## config.mk

```make
export PLATFORM = sky130hd
export DESIGN_NAME = maze_move_ctrl
export DESIGN_NICKNAME = d
export VERILOG_FILES = /design/src/rtl/maze_move_ctrl.sv
export SDC_FILE = /design/constraint.sdc
export NUM_CORES = 1
export LEC_CHECK = 0
export ABC_CLOCK_PERIOD_IN_PS = 8150
export BUFFER_PORTS_ARGS = -buffer_cell sky130_fd_sc_hd__buf_2
export CAP_MARGIN = 20
export CELL_PAD_IN_SITES_DETAIL_PLACEMENT = 0
export CELL_PAD_IN_SITES_GLOBAL_PLACEMENT = 1
export CORE_UTILIZATION = 47
export CTS_CLUSTER_DIAMETER = 200
export DETAILED_ROUTE_END_ITERATION = 8
export GPL_TIMING_DRIVEN = 0
export MAX_ROUTING_LAYER = met4
export PLACE_DENSITY_LB_ADDON = 0.12
export SYNTH_ARGS = -nofsm -noshare
export SYNTH_HDL_FRONTEND = slang
export SYNTH_SLANG_ARGS = --single-unit
```

## constraint.sdc

```tcl
create_clock -name clk -period 8.15 [get_ports clk]
set_input_delay 0.4075 -clock clk [delete_from_list [all_inputs] [get_ports clk]]
set_output_delay 0.4075 -clock clk [all_outputs]
set_load 0.03 [all_outputs]
```

## src/rtl/maze_move_ctrl.sv

```systemverilog
// Player-sprite move sequencer: a tick proposes a step, four corner wall lookups gate the commit.
// Latency: tick in T -> wall_req T+1..T+4 (zero-wait ack), COMMIT T+5, new pos from T+6; ticks while busy are dropped.
module maze_move_ctrl #(
    parameter int START_X = 40,
    parameter int START_Y = 250,
    parameter int STEP    = 2,
    parameter int HALF    = 8,
    parameter int X_MAX   = 779,
    parameter int Y_MAX   = 479,
    parameter int GOAL_X  = 740
) (
    input  logic        clk,
    input  logic        reset,
    input  logic        start,
    input  logic        move_tick,
    input  logic        btn_u,
    input  logic        btn_d,
    input  logic        btn_l,
    input  logic        btn_r,
    output logic        wall_req,
    output logic [9:0]  wall_x,
    output logic [9:0]  wall_y,
    input  logic        wall_ack,
    input  logic        wall_hit,
    output logic [9:0]  pos_x,
    output logic [9:0]  pos_y,
    output logic [15:0] move_count,
    output logic        goal,
    output logic        busy
);
    typedef enum logic [2:0] {
        S_IDLE, S_WAIT_TICK, S_CHECK, S_COMMIT, S_DONE
    } state_t;

    localparam logic signed [10:0] L_STEP = 11'(STEP);
    localparam logic signed [10:0] L_HALF = 11'(HALF);
    localparam logic signed [10:0] L_XMAX = 11'(X_MAX);
    localparam logic signed [10:0] L_YMAX = 11'(Y_MAX);
    localparam logic [9:0] L_START_X = 10'(START_X);
    localparam logic [9:0] L_START_Y = 10'(START_Y);
    localparam logic [9:0] L_GOAL_X  = 10'(GOAL_X);
    localparam logic [9:0] L_HALF10  = 10'(HALF);

    state_t      r_state, w_state_nxt;
    logic [9:0]  r_pos_x, r_pos_y, w_pos_x_nxt, w_pos_y_nxt;
    logic [9:0]  r_cand_x, r_cand_y, w_cand_x_nxt, w_cand_y_nxt;
    logic [1:0]  r_k, w_k_nxt;
    logic [15:0] r_count, w_count_nxt;
    logic        r_goal, w_goal_nxt;
    logic        r_wall_req, w_wall_req_nxt;
    logic        r_busy, w_busy_nxt;
    logic [9:0]  r_wall_x, r_wall_y, w_wall_x_nxt, w_wall_y_nxt;

    logic [2:0]         w_btn_cnt;
    logic signed [10:0] w_dx, w_dy, w_cx, w_cy;
    logic               w_in_bounds, w_move_ok;

    // Corner order: bit 0 selects the right edge, bit 1 the bottom edge.
    function automatic logic [9:0] corner_x(input logic [1:0] k, input logic [9:0] cx);
        return k[0] ? cx + L_HALF10 : cx - L_HALF10;
    endfunction

    function automatic logic [9:0] corner_y(input logic [1:0] k, input logic [9:0] cy);
        return k[1] ? cy + L_HALF10 : cy - L_HALF10;
    endfunction

    function automatic logic [15:0] bcd_inc(input logic [15:0] v);
        logic [15:0] res;
        logic        carry;
        res   = v;
        carry = 1'b1;
        if (v == 16'h9999) return v;
        for (int i = 0; i < 4; i++) begin
            if (carry) begin
                if (res[i*4 +: 4] == 4'd9) begin
                    res[i*4 +: 4] = 4'd0;
                end else begin
                    res[i*4 +: 4] = res[i*4 +: 4] + 4'd1;
                    carry         = 1'b0;
                end
            end
        end
        return res;
    endfunction

    always_comb begin
        w_btn_cnt = 3'(btn_u) + 3'(btn_d) + 3'(btn_l) + 3'(btn_r);
        w_dx = '0;
        w_dy = '0;
        if (btn_r)      w_dx = L_STEP;
        else if (btn_l) w_dx = -L_STEP;
        if (btn_d)      w_dy = L_STEP;
        else if (btn_u) w_dy = -L_STEP;
        w_cx = $signed({1'b0, r_pos_x}) + w_dx;
        w_cy = $signed({1'b0, r_pos_y}) + w_dy;
        w_in_bounds = !(((w_cx - L_HALF) < 11'sd0) || ((w_cx + L_HALF) > L_XMAX) ||
                        ((w_cy - L_HALF) < 11'sd0) || ((w_cy + L_HALF) > L_YMAX));
        w_move_ok = move_tick && (w_btn_cnt == 3'd1) && w_in_bounds;
    end

    always_comb begin
        w_state_nxt    = r_state;
        w_pos_x_nxt    = r_pos_x;
        w_pos_y_nxt    = r_pos_y;
        w_cand_x_nxt   = r_cand_x;
        w_cand_y_nxt   = r_cand_y;
        w_k_nxt        = r_k;
        w_count_nxt    = r_count;
        w_goal_nxt     = r_goal;
        w_wall_req_nxt = 1'b0;
        w_wall_x_nxt   = r_wall_x;
        w_wall_y_nxt   = r_wall_y;
        w_busy_nxt     = 1'b0;
        case (r_state)
            S_IDLE: begin
                w_pos_x_nxt = L_START_X;
                w_pos_y_nxt = L_START_Y;
                if (start) begin
                    w_state_nxt = S_WAIT_TICK;
                    w_count_nxt = '0;
                    w_goal_nxt  = 1'b0;
                end
            end
            S_WAIT_TICK: begin
                if (!start) begin
                    w_state_nxt = S_IDLE;
                    w_pos_x_nxt = L_START_X;
                    w_pos_y_nxt = L_START_Y;
                end else if (w_move_ok) begin
                    w_state_nxt    = S_CHECK;
                    w_cand_x_nxt   = w_cx[9:0];
                    w_cand_y_nxt   = w_cy[9:0];
                    w_k_nxt        = 2'd0;
                    w_wall_req_nxt = 1'b1;
                    w_wall_x_nxt   = corner_x(2'd0, w_cx[9:0]);
                    w_wall_y_nxt   = corner_y(2'd0, w_cy[9:0]);
                    w_busy_nxt     = 1'b1;
                end
            end
            S_CHECK: begin
                w_wall_req_nxt = 1'b1;
                w_busy_nxt     = 1'b1;
                if (wall_ack) begin
                    // A dropped start still lets the outstanding lookup finish, then abandons the move.
                    if (!start) begin
                        w_state_nxt    = S_IDLE;
                        w_wall_req_nxt = 1'b0;
                        w_busy_nxt     = 1'b0;
                        w_pos_x_nxt    = L_START_X;
                        w_pos_y_nxt    = L_START_Y;
                    end else if (wall_hit) begin
                        w_state_nxt    = S_WAIT_TICK;
                        w_wall_req_nxt = 1'b0;
                        w_busy_nxt     = 1'b0;
                    end else if (r_k == 2'd3) begin
                        w_state_nxt    = S_COMMIT;
                        w_wall_req_nxt = 1'b0;
                    end else begin
                        w_k_nxt      = r_k + 2'd1;
                        w_wall_x_nxt = corner_x(r_k + 2'd1, r_cand_x);
                        w_wall_y_nxt = corner_y(r_k + 2'd1, r_cand_y);
                    end
                end
            end
            S_COMMIT: begin
                w_pos_x_nxt = r_cand_x;
                w_pos_y_nxt = r_cand_y;
                w_count_nxt = bcd_inc(r_count);
                if (r_cand_x >= L_GOAL_X) begin
                    w_goal_nxt  = 1'b1;
                    w_state_nxt = S_DONE;
                end else begin
                    w_state_nxt = S_WAIT_TICK;
                end
            end
            S_DONE: begin
                if (!start) begin
                    w_state_nxt = S_IDLE;
                    w_pos_x_nxt = L_START_X;
                    w_pos_y_nxt = L_START_Y;
                end
            end
            default: w_state_nxt = S_IDLE;
        endcase
    end

    always_ff @(posedge clk) begin
        if (reset) begin
            r_state    <= S_IDLE;
            r_pos_x    <= L_START_X;
            r_pos_y    <= L_START_Y;
            r_cand_x   <= '0;
            r_cand_y   <= '0;
            r_k        <= '0;
            r_count    <= '0;
            r_goal     <= 1'b0;
            r_wall_req <= 1'b0;
            r_wall_x   <= '0;
            r_wall_y   <= '0;
            r_busy     <= 1'b0;
        end else begin
            r_state    <= w_state_nxt;
            r_pos_x    <= w_pos_x_nxt;
            r_pos_y    <= w_pos_y_nxt;
            r_cand_x   <= w_cand_x_nxt;
            r_cand_y   <= w_cand_y_nxt;
            r_k        <= w_k_nxt;
            r_count    <= w_count_nxt;
            r_goal     <= w_goal_nxt;
            r_wall_req <= w_wall_req_nxt;
            r_wall_x   <= w_wall_x_nxt;
            r_wall_y   <= w_wall_y_nxt;
            r_busy     <= w_busy_nxt;
        end
    end

    assign wall_req   = r_wall_req;
    assign wall_x     = r_wall_x;
    assign wall_y     = r_wall_y;
    assign pos_x      = r_pos_x;
    assign pos_y      = r_pos_y;
    assign move_count = r_count;
    assign goal       = r_goal;
    assign busy       = r_busy;
endmodule

```

# Word level (Yosys, flattened, before mapping)
# Cells that the tools add are included.
[word_totals] in_bits=10 output_inout_bits=59 register_bits=84 wordCells=166
[op_classes] reduce_logical=20 muxes=80 n_lt_le_gt_ge=5 eq_ne=26 addsub=20
[op_table] op="$mux W10" count=18
[op_table] op="$pmux W10 S4" count=2
[op_table] op="$mux W11" count=4
[op_table] op="$pmux W10 S2" count=2
[op_table] op="$sub A10 B4 Y10 const B" count=4
[op_table] op="$mux W16" count=2
[op_table] op="$pmux W16 S2" count=1
[op_table] op="$mux W4" count=7
[op_table] op="$mux W3" count=9
[op_table] op="$mux W1" count=24
[op_table] op="$add A11 B11 Y11" count=2
[op_table] op="$add A11 B5 Y11 const B" count=2
[op_table] op="$lt A11 B1 Y1 const B" count=2
[op_table] op="$sub A11 B5 Y11 const B" count=2
[op_table] op="$add A10 B4 Y10 const B" count=2
[op_table] op="$ne A2 B2 Y1 const B" count=9
[op_table] op="$add A4 B1 Y4 const B" count=4
[op_table] op="$eq A16 B16 Y1 const B" count=1
[op_table] op="$eq A4 B4 Y1 const B" count=4
[op_table] op="$ne A3 B3 Y1 const B" count=5
[op_table] op="$pmux W3 S5" count=1
[op_table] op="$mux W2" count=6
[op_table] op="$reduce_and A4 Y1" count=3
[op_table] op="$gt A11 B10 Y1 const B" count=1
[op_table] op="24 further kinds" count=34

# Logic depth before layout (Yosys ltp)
# Gate-level depths: netlist (run 1).
[logic_depth] ltp_word=14 ltp_mapped=18 mapped_depth_nobuf=17

# Least setup slack after synthesis (run 1)
# No wires, ideal clock.
[synth_timing] path_type="input -> register" start="in btn_d" end="reg r_wall_y[1], in the netlist wall_y[1]" n_path_buf=1 cell_stages=15 setup_slack_ns=4.354 arrival_time_ns=3.708 required_ns=8.062 setup_ns=0.088 cell_sequence="inv_1 ha_1 inv_1 fa_1 nand2b_1 nand2b_1 a211oi_2 xnor2_1 or4b_1 or3_1 o211a_2 nor4_4 buf_4 nor3_1 a311oi_2"
[synth_via] elab_chain_cells=10 elab_cells_between_ends=21 cone_classes="add/sub (7); order compare (2); eq/ne (2); mux (4); reduce/logical (6)"
[synth_rtl] element="from (decl)" line_no="17" text="input logic btn_d,"
[synth_rtl] element="$mux W11" line_no="92" text="if (btn_d) w_dy = L_STEP;"
[synth_rtl] element="$add A11 B11 Y11" line_no="95" text="w_cy = $signed({1'b0, r_pos_y}) + w_dy;"
[synth_rtl] element="$sub A11 B5 Y11" line_no="97" text="((w_cy - L_HALF) < 11'sd0) || ((w_cy + L_HALF) > L_YMAX));"
[synth_rtl] element="$lt A11 B1 Y1" line_no="97"
[synth_rtl] element="$logic_or A1 B1 Y1" line_no="96" text="w_in_bounds = !(((w_cx - L_HALF) < 11'sd0) || ((w_cx + L_HALF) > L_XMAX) ||"
[synth_rtl] element="$logic_or A1 B1 Y1" line_no="97"
[synth_rtl] element="$logic_not A1 Y1" line_no="96"
[synth_rtl] element="$logic_and A1 B1 Y1" line_no="98" text="w_move_ok = move_tick && (w_btn_cnt == 3'd1) && w_in_bounds;"
[synth_rtl] element="$ne A2 B2 Y1 (no line)"
[synth_rtl] element="$reduce_and A7 Y1 (no line)"
[synth_rtl] element="to (signal assigned)" line_no="212" text="r_wall_y <= w_wall_y_nxt;"
[synth_rtl] element="to (decl)" line_no="52" text="logic [9:0] r_wall_x, r_wall_y, w_wall_x_nxt, w_wall_y_nxt;"
# Parallel ways exist; a longest one is shown, timed or not. The select of a mux whose other input is x is not followed.
# A chain may end at the register's enable or synchronous reset.

# Worst setup path in the final report (run 1)
[layout_timing] start="in btn_d" end="reg r_busy, in the netlist busy"
[layout_via] elab_chain_cells=11 elab_cells_between_ends=18 cone_classes="add/sub (6); order compare (2); eq/ne (1); mux (4); reduce/logical (5)"
[layout_rtl] element="$mux W11" line_no="92"
[layout_rtl] element="$add A11 B11 Y11" line_no="95"
[layout_rtl] element="$sub A11 B5 Y11" line_no="97"
[layout_rtl] element="$lt A11 B1 Y1" line_no="97"
[layout_rtl] element="$logic_or A1 B1 Y1" line_no="96"
[layout_rtl] element="$logic_or A1 B1 Y1" line_no="97"
[layout_rtl] element="$logic_not A1 Y1" line_no="96"
[layout_rtl] element="$logic_and A1 B1 Y1 *" line_no="98"
[layout_rtl] element="$mux W1 *" line_no="129" text="end else if (w_move_ok) begin"
[layout_rtl] element="$mux W1 *" line_no="125" text="if (!start) begin"
[layout_rtl] element="$pmux W1 S2 *" line_no="114" text="case (r_state)"
[layout_rtl] element="to (signal assigned)" line_no="213" text="r_busy <= w_busy_nxt;"
[layout_rtl] element="to (decl)" line_no="51" text="logic r_busy, w_busy_nxt;"
# Mark *: on every way between the ends. The rest lies on a longest branch, timed or not.

==> results.sh, run 1 <==
export IMPL_drt_pass1_iterations=7
export IMPL_synth_avg_cell_area_um2=8.11
export IMPL_worst_path_max_fanout=10
export IMPL_synth_seq_cells=84
export IMPL_die_h_um=111
export IMPL_core_um2=11500
export IMPL_cp_end_kind="flip-flop"
export IMPL_yosysTopAreaCell="dfxtp_1"
export IMPL_initial_utilization_pct=48.3
export IMPL_drc_errors=0
export IMPL_synth_distinct_cells=72
export IMPL_synth_ff_type="dfxtp_1"
export IMPL_gp_congestion=0.915
export IMPL_finalCritPeriodShare_pct=52.8
export IMPL_grt_ovfl_total=0
export IMPL_synth_most_common_cell="dfxtp_1"
export IMPL_synth_top_area_share_pct=30.4
export IMPL_vdd_ir_drop_max_mv=0.112
export IMPL_hold_class="flip-flop to flip-flop"
export IMPL_powerDensity_nw_per_um2=155
export IMPL_postRouteAntennaNets=0
export IMPL_viasPerCell=5.98
export IMPL_worst_pin_slew_ps=946
export IMPL_skew_ps=10.0
export IMPL_p_leak_nw=2.50
export IMPL_hpwl_mm=12.4
export IMPL_fin_nets=815
export IMPL_antenna_found_initial=0
export IMPL_fmax_mhz=233
export IMPL_synthArstFlopShare_pct=0
export IMPL_min_period_ps=4300
export IMPL_synthToLayoutAreaGrowth_pct=14.8
export IMPL_start_kind="primary input"
export IMPL_ys_warn_count=0
export IMPL_die_x_um=111
export IMPL_cts_root_buffer="clkbuf_16"
export IMPL_final_core_util_pct=55.4
export IMPL_syn_area_um2=5540
export IMPL_grt_max_degree=15
export IMPL_drv_cap=0
export IMPL_rows=39
export IMPL_fin_tns_setup_ps=0
export IMPL_clk_path_buf_depth=2
export IMPL_postCtsHoldBufs=0
export IMPL_wl_mm=16.0
export IMPL_outcome="finished clean"
export IMPL_cts_tree="yes"
export IMPL_synth_net_count=737
export IMPL_num_antenna_cells=0
export IMPL_die_area_um2=12200
export IMPL_cts_made_buffers=9
export IMPL_clock_latency_ps=360
export IMPL_htree_levels=3
export IMPL_synth_cells=683
export IMPL_yosys_top_cells_count="dfxtp_1 (84), nor2_1 (57), a21oi_1 (51)"
export IMPL_yosysSeqAreaShare_pct=30.4
export IMPL_synth_edff_count=0
export IMPL_drt_iter0_drc=389
export IMPL_grt_pass1_wl_mm=26.2
export IMPL_drive_above_1_share_pct=14.2
export IMPL_path_clk_slew_ps=60
export IMPL_arrival_ps=4590
export IMPL_first_global_vias=5134
export IMPL_synthTopCellsByArea="dfxtp_1 (30%), ha_1 (9.0%), a21oi_1 (4.6%)"
export IMPL_post_cts_setup_buffers=0
export IMPL_ios=69
export IMPL_slew_viol_final=0
export IMPL_crit_type="primary input to flip-flop"
export IMPL_via_count=5439
export IMPL_slew_headroom_pct=36.5
export IMPL_clkSinkCount=84
export IMPL_setup_viol=0
export IMPL_grt_util_all_layers_pct=27.5
export IMPL_portBuffers=67
export IMPL_required_ps=8440
export IMPL_hold_viol=0
export IMPL_routedWlPerCell_um=17.6
export IMPL_cts_resized=0
export IMPL_rsz0062_at_grt="false"
registers in the layout (all words and copies together) (netlist names), 2 cells and up:
name,flops
move_count,16
pos_x,10
pos_y,10
r_cand_x,10
r_cand_y,10
wall_x,10
wall_y,10
r_state,3
r_k,2
area by class of cell:
cell class                      instances  area, um2
Timing Repair Buffer                   67        335
Clock inverter                          5       60.1
Buffer                                 38        164
Sequential cell                        84       1680
Inverter                               28        105
Fill cell                            1132       5110
Multi-Input combinational cell        533       3590
Tap cell                              143        179
Clock buffer                           11        243
layer usage:
metal | share of wire [%] | track usage [%] | wire length (um) | vias to the layer above
met5 | 0 | - | 0 | -
met1 | 48 | 37.3 | 7720 | 2555
met2 | 44 | 40.5 | 7030 | 192
li1 | - | - | - | 2653
met3 | 5.1 | 3.95 | 823 | 39
met4 | 2.9 | 12.7 | 468 | 0
path summary, 6_finish.rpt:
check	startpoint	cells after the start	endpoint	slack, ps
setup / recovery	btn_d	14	busy	3850
hold / removal	wall_x[7]	2	wall_x[7]	470
setup reg to reg	pos_y[1]	14	busy	4180
hold reg to reg	wall_x[7]	2	wall_x[7]	470
critical path: stages:
cell and delay, ps:
buf_2 100, inv_1 150, ha_1 470, ha_1 390, a21oi_1 340, mux2_2 380, nor3b_1 580, or4b_1 220
o2111ai_1 150, o211ai_1 390, nand3_1 140, buf_2 220, nor2_2 430, o21a_1 220
where the power goes:
| group | switching, W | internal [W] |
|---|---|---|
| Sequential | 0.00000398 | 0.000414 |
| Clock | 0.000177 | 0.000247 |
| Combinational | 0.0000922 | 0.0000488 |
placed cells by master, fill, tap and decap left out, drive strengths merged, types with 3 or more instances in the layout:
cell type	count
a211oi	18
a21o	9
a21oi	51
a22oi	13
a311oi	6
and3	6
and4	3
buf	77
clkbuf	39
dfxtp	84
fa	4
ha	40
inv	29
mux2i	4
nand2	27
nand2b	30
nand3	30
nand3b	3
nand4	8
nor2	58
nor2b	5
nor3	30
nor3b	4
nor4	6
o211ai	4
o21a	9
o21ai	61
o22ai	9
or2	3
or3	8
or4	6
xnor2	24
xor2	18
stage by stage:
| step | hold slack (ps) | instances | total power [W] | worst slack, ps | area [um2] |
|---|---|---|---|---|---|
| finish | 467 | 909 | 0.000984 | 3850 | 6350 |
| global route | 490 | 909 | 0.00102 | 3470 | 6350 |
| CTS | 471 | 909 | 0.000985 | 3910 | 6350 |
| detailed placement | 460 | 893 | 0.000567 | 3550 | 6050 |
| global placement | 453 | 893 | 0.000564 | 3550 | 6050 |
| floorplan | 447 | 683 | 0.000528 | 4350 | 5540 |
logic make-up after synthesis:
logic type,count (synthesis),share of synthesized area (%)
buf+inv,66,4.86
fa+ha+maj,45,10.7
simple gates,237,23.3
xor+xnor,42,6.64
compound gates,204,23.3
mux,5,0.927
flops,84,30.4
Power figures use the tool's default switching activity.
==> run 2, diff against run 1 <==
--- a/config.mk
+++ b/config.mk
@@ -5,12 +5,12 @@
 export SDC_FILE = /design/constraint.sdc
 export NUM_CORES = 1
 export LEC_CHECK = 0
-export ABC_CLOCK_PERIOD_IN_PS = 8150
+export ABC_CLOCK_PERIOD_IN_PS = 4000
 export BUFFER_PORTS_ARGS = -buffer_cell sky130_fd_sc_hd__buf_2
 export CAP_MARGIN = 20
 export CELL_PAD_IN_SITES_DETAIL_PLACEMENT = 0
 export CELL_PAD_IN_SITES_GLOBAL_PLACEMENT = 1
-export CORE_UTILIZATION = 47
+export CORE_UTILIZATION = 44
 export CTS_CLUSTER_DIAMETER = 200
 export DETAILED_ROUTE_END_ITERATION = 8
 export GPL_TIMING_DRIVEN = 0
==> constraint.sdc (replaced) <==
create_clock -name clk -period 4 [get_ports clk]
set_input_delay 0.2 -clock clk [delete_from_list [all_inputs] [get_ports clk]]
set_output_delay 0.2 -clock clk [all_outputs]
set_load 0.03 [all_outputs]
==> run 2 against run 1 <==
Hold slack got worse by 220 ps. Combinational power is 110% higher. Sequential power up 100%. Worst setup slack worse by 3600 ps. Cell count is 3.2% higher. Wire length is 1.8% higher. Core utilization decreased by 1.7 points. Register-to-register slack worse by 3900 ps. Clock skew decreased by 3.9 ps. Count of clock-buffer cells in the layout fell by 1. Power up 110%. Critical path type unchanged. Largest cell class unchanged. Largest power group unchanged. Highest routed layer unchanged.
==> results.sh, run 2 (synthesis results as in run 1) <==
export IMPL_outcome="finished clean"
export IMPL_largest_reg_flops=16
export IMPL_synthToLayoutAreaGrowth_pct=18.0
export IMPL_drt_pass1_iterations=5
export IMPL_arrival_ps=4060
export IMPL_grt_pass1_wl_mm=25.7
export IMPL_die_h_um=114
export IMPL_clk_path_buf_depth=2
export IMPL_routedWlPerCell_um=17.4
export IMPL_clock_latency_ps=350
export IMPL_grt_max_degree=15
export IMPL_powerDensity_nw_per_um2=323
export IMPL_met1Wirelength_mm=7.48
export IMPL_crit_type="primary input to flip-flop"
export IMPL_portBuffers=67
export IMPL_cts_root_buffer="clkbuf_16"
export IMPL_postCtsHoldBufs=0
export IMPL_die_area_um2=13000
export IMPL_regArea_um2=1680
export IMPL_cts_made_buffers=9
export IMPL_viasPerCell=5.70
export IMPL_core_um2=12200
export IMPL_drv_cap=0
export IMPL_grt_util_all_layers_pct=26.5
export IMPL_cp_end_kind="flip-flop"
export IMPL_antenna_found_initial=0
export IMPL_worst_path_max_fanout=10
export IMPL_via_count=5346
export IMPL_p_leak_nw=2.57
export IMPL_ios=69
export IMPL_setup_viol=0
export IMPL_die_x_um=114
export IMPL_clkSinkCount=84
export IMPL_num_antenna_cells=0
export IMPL_slew_viol_final=0
export IMPL_initial_utilization_pct=45.5
export IMPL_wl_mm=16.3
export IMPL_fin_nets=819
export IMPL_min_period_ps=3770
export IMPL_multi_input_area_um2=3660
export IMPL_hold_viol=0
export IMPL_postRouteAntennaNets=0
export IMPL_start_kind="primary input"
export IMPL_worst_pin_slew_ps=1030
export IMPL_fin_tns_setup_ps=0
export IMPL_htree_levels=3
export IMPL_slew_headroom_pct=31.0
export IMPL_finalCritPeriodShare_pct=94.4
export IMPL_drt_iter0_drc=424
export IMPL_rows=40
export IMPL_cts_tree="yes"
export IMPL_grt_ovfl_total=0
export IMPL_gp_congestion=0.871
export IMPL_skew_ps=6.11
export IMPL_route_met2_wl_mm=7.64
export IMPL_top_layer="met4"
export IMPL_path_clk_slew_ps=60
export IMPL_vdd_ir_drop_max_mv=0.253
export IMPL_layout_commonest_cell="dfxtp_1"
export IMPL_first_global_vias=4928
export IMPL_hpwl_mm=12.5
export IMPL_drc_errors=0
export IMPL_required_ps=4280
export IMPL_final_cell_mix="dfxtp_1 (84), buf_2 (71), nor2_1 (57), a21oi_1 (50), o21ai_0 (41)"
export IMPL_hold_class="primary input to flip-flop"
export IMPL_fill_cells=1213
export IMPL_drive_above_1_share_pct=15.8
export IMPL_fmax_mhz=265
export IMPL_hold_ws_ps=248
export IMPL_wl_met3_um=836
## run 2: what timing repair did
| item | CTS | global route |
|---|---|---|
| buffers inserted | 0 | 4 |
| resized for setup | 3 | 12 |
| hold endpoints to repair | 0 | 0 |
| pin swaps | 0 | 6 |
| endpoints found under the setup margin | 40 | 44 |
## run 2: power breakdown
part           internal, W  switching, W  total (W)
registers         0.000844    0.00000817   0.000853
clock network     0.000611      0.000347   0.000958
logic             0.000107      0.000193   0.000300
total              0.00156      0.000548    0.00211
## run 2: final timing paths
path / from / end / slack, ps / cells past startpoint
worst max-delay path: btn_d / r_cand_x[8] / 230 / 18
worst min-delay path: start / r_state[2] / 250 / 3
worst max register to register: pos_y[1] / r_cand_x[8] / 250 / 14
worst min register to register: wall_y[6] / wall_y[6] / 460 / 2
## run 2: per-stage QoR
step / total power, W / std cells / util, % / setup WS [ps] / area, um2
3_5_place_dp: 0.00115 / 918 / 50.0 / -644 / 6080
3_3_place_gp: 0.00115 / 918 / 50.0 / -610 / 6080
4_1_cts: 0.00212 / 934 / 52.9 / 6.99 / 6440
5_1_grt: 0.00219 / 938 / 53.7 / -76.9 / 6530
2_1_floorplan: 0.00108 / 683 / - / 406 / 5540
6_report: 0.00211 / 938 / 53.7 / 225 / 6530
## run 2: area by class of cell
type | count | share of cell area, %
clock inverters | 6 | 1.72
clock buffers | 10 | 3.50
inverters | 28 | 1.61
well taps | 168 | 3.22
repair buffers | 71 | 5.59
multi-input cells | 533 | 56.1
plain buffers | 38 | 2.55
flip-flops and latches | 84 | 25.7
## run 2: metal layers
layer / global-route usage [%] / up-vias
met3: 3.86 / 28
met4: 10.1 / 0
met1: 34.4 / 2524
met5: - / -
li1: - / 2647
met2: 41.7 / 147
## run 2: critical path, cell delays in order
cell and delay [ps]:
buf_2 100, inv_1 190, ha_1 200, inv_1 50, ha_1 190, inv_1 70
fa_2 230, nand2b_1 150, nand2b_1 130, a211oi_4 330, o211a_1 260, or4b_1 470
or3_1 350, o211ai_1 220, nand3_1 150, buf_4 200, or4_1 480, o21ai_1 80
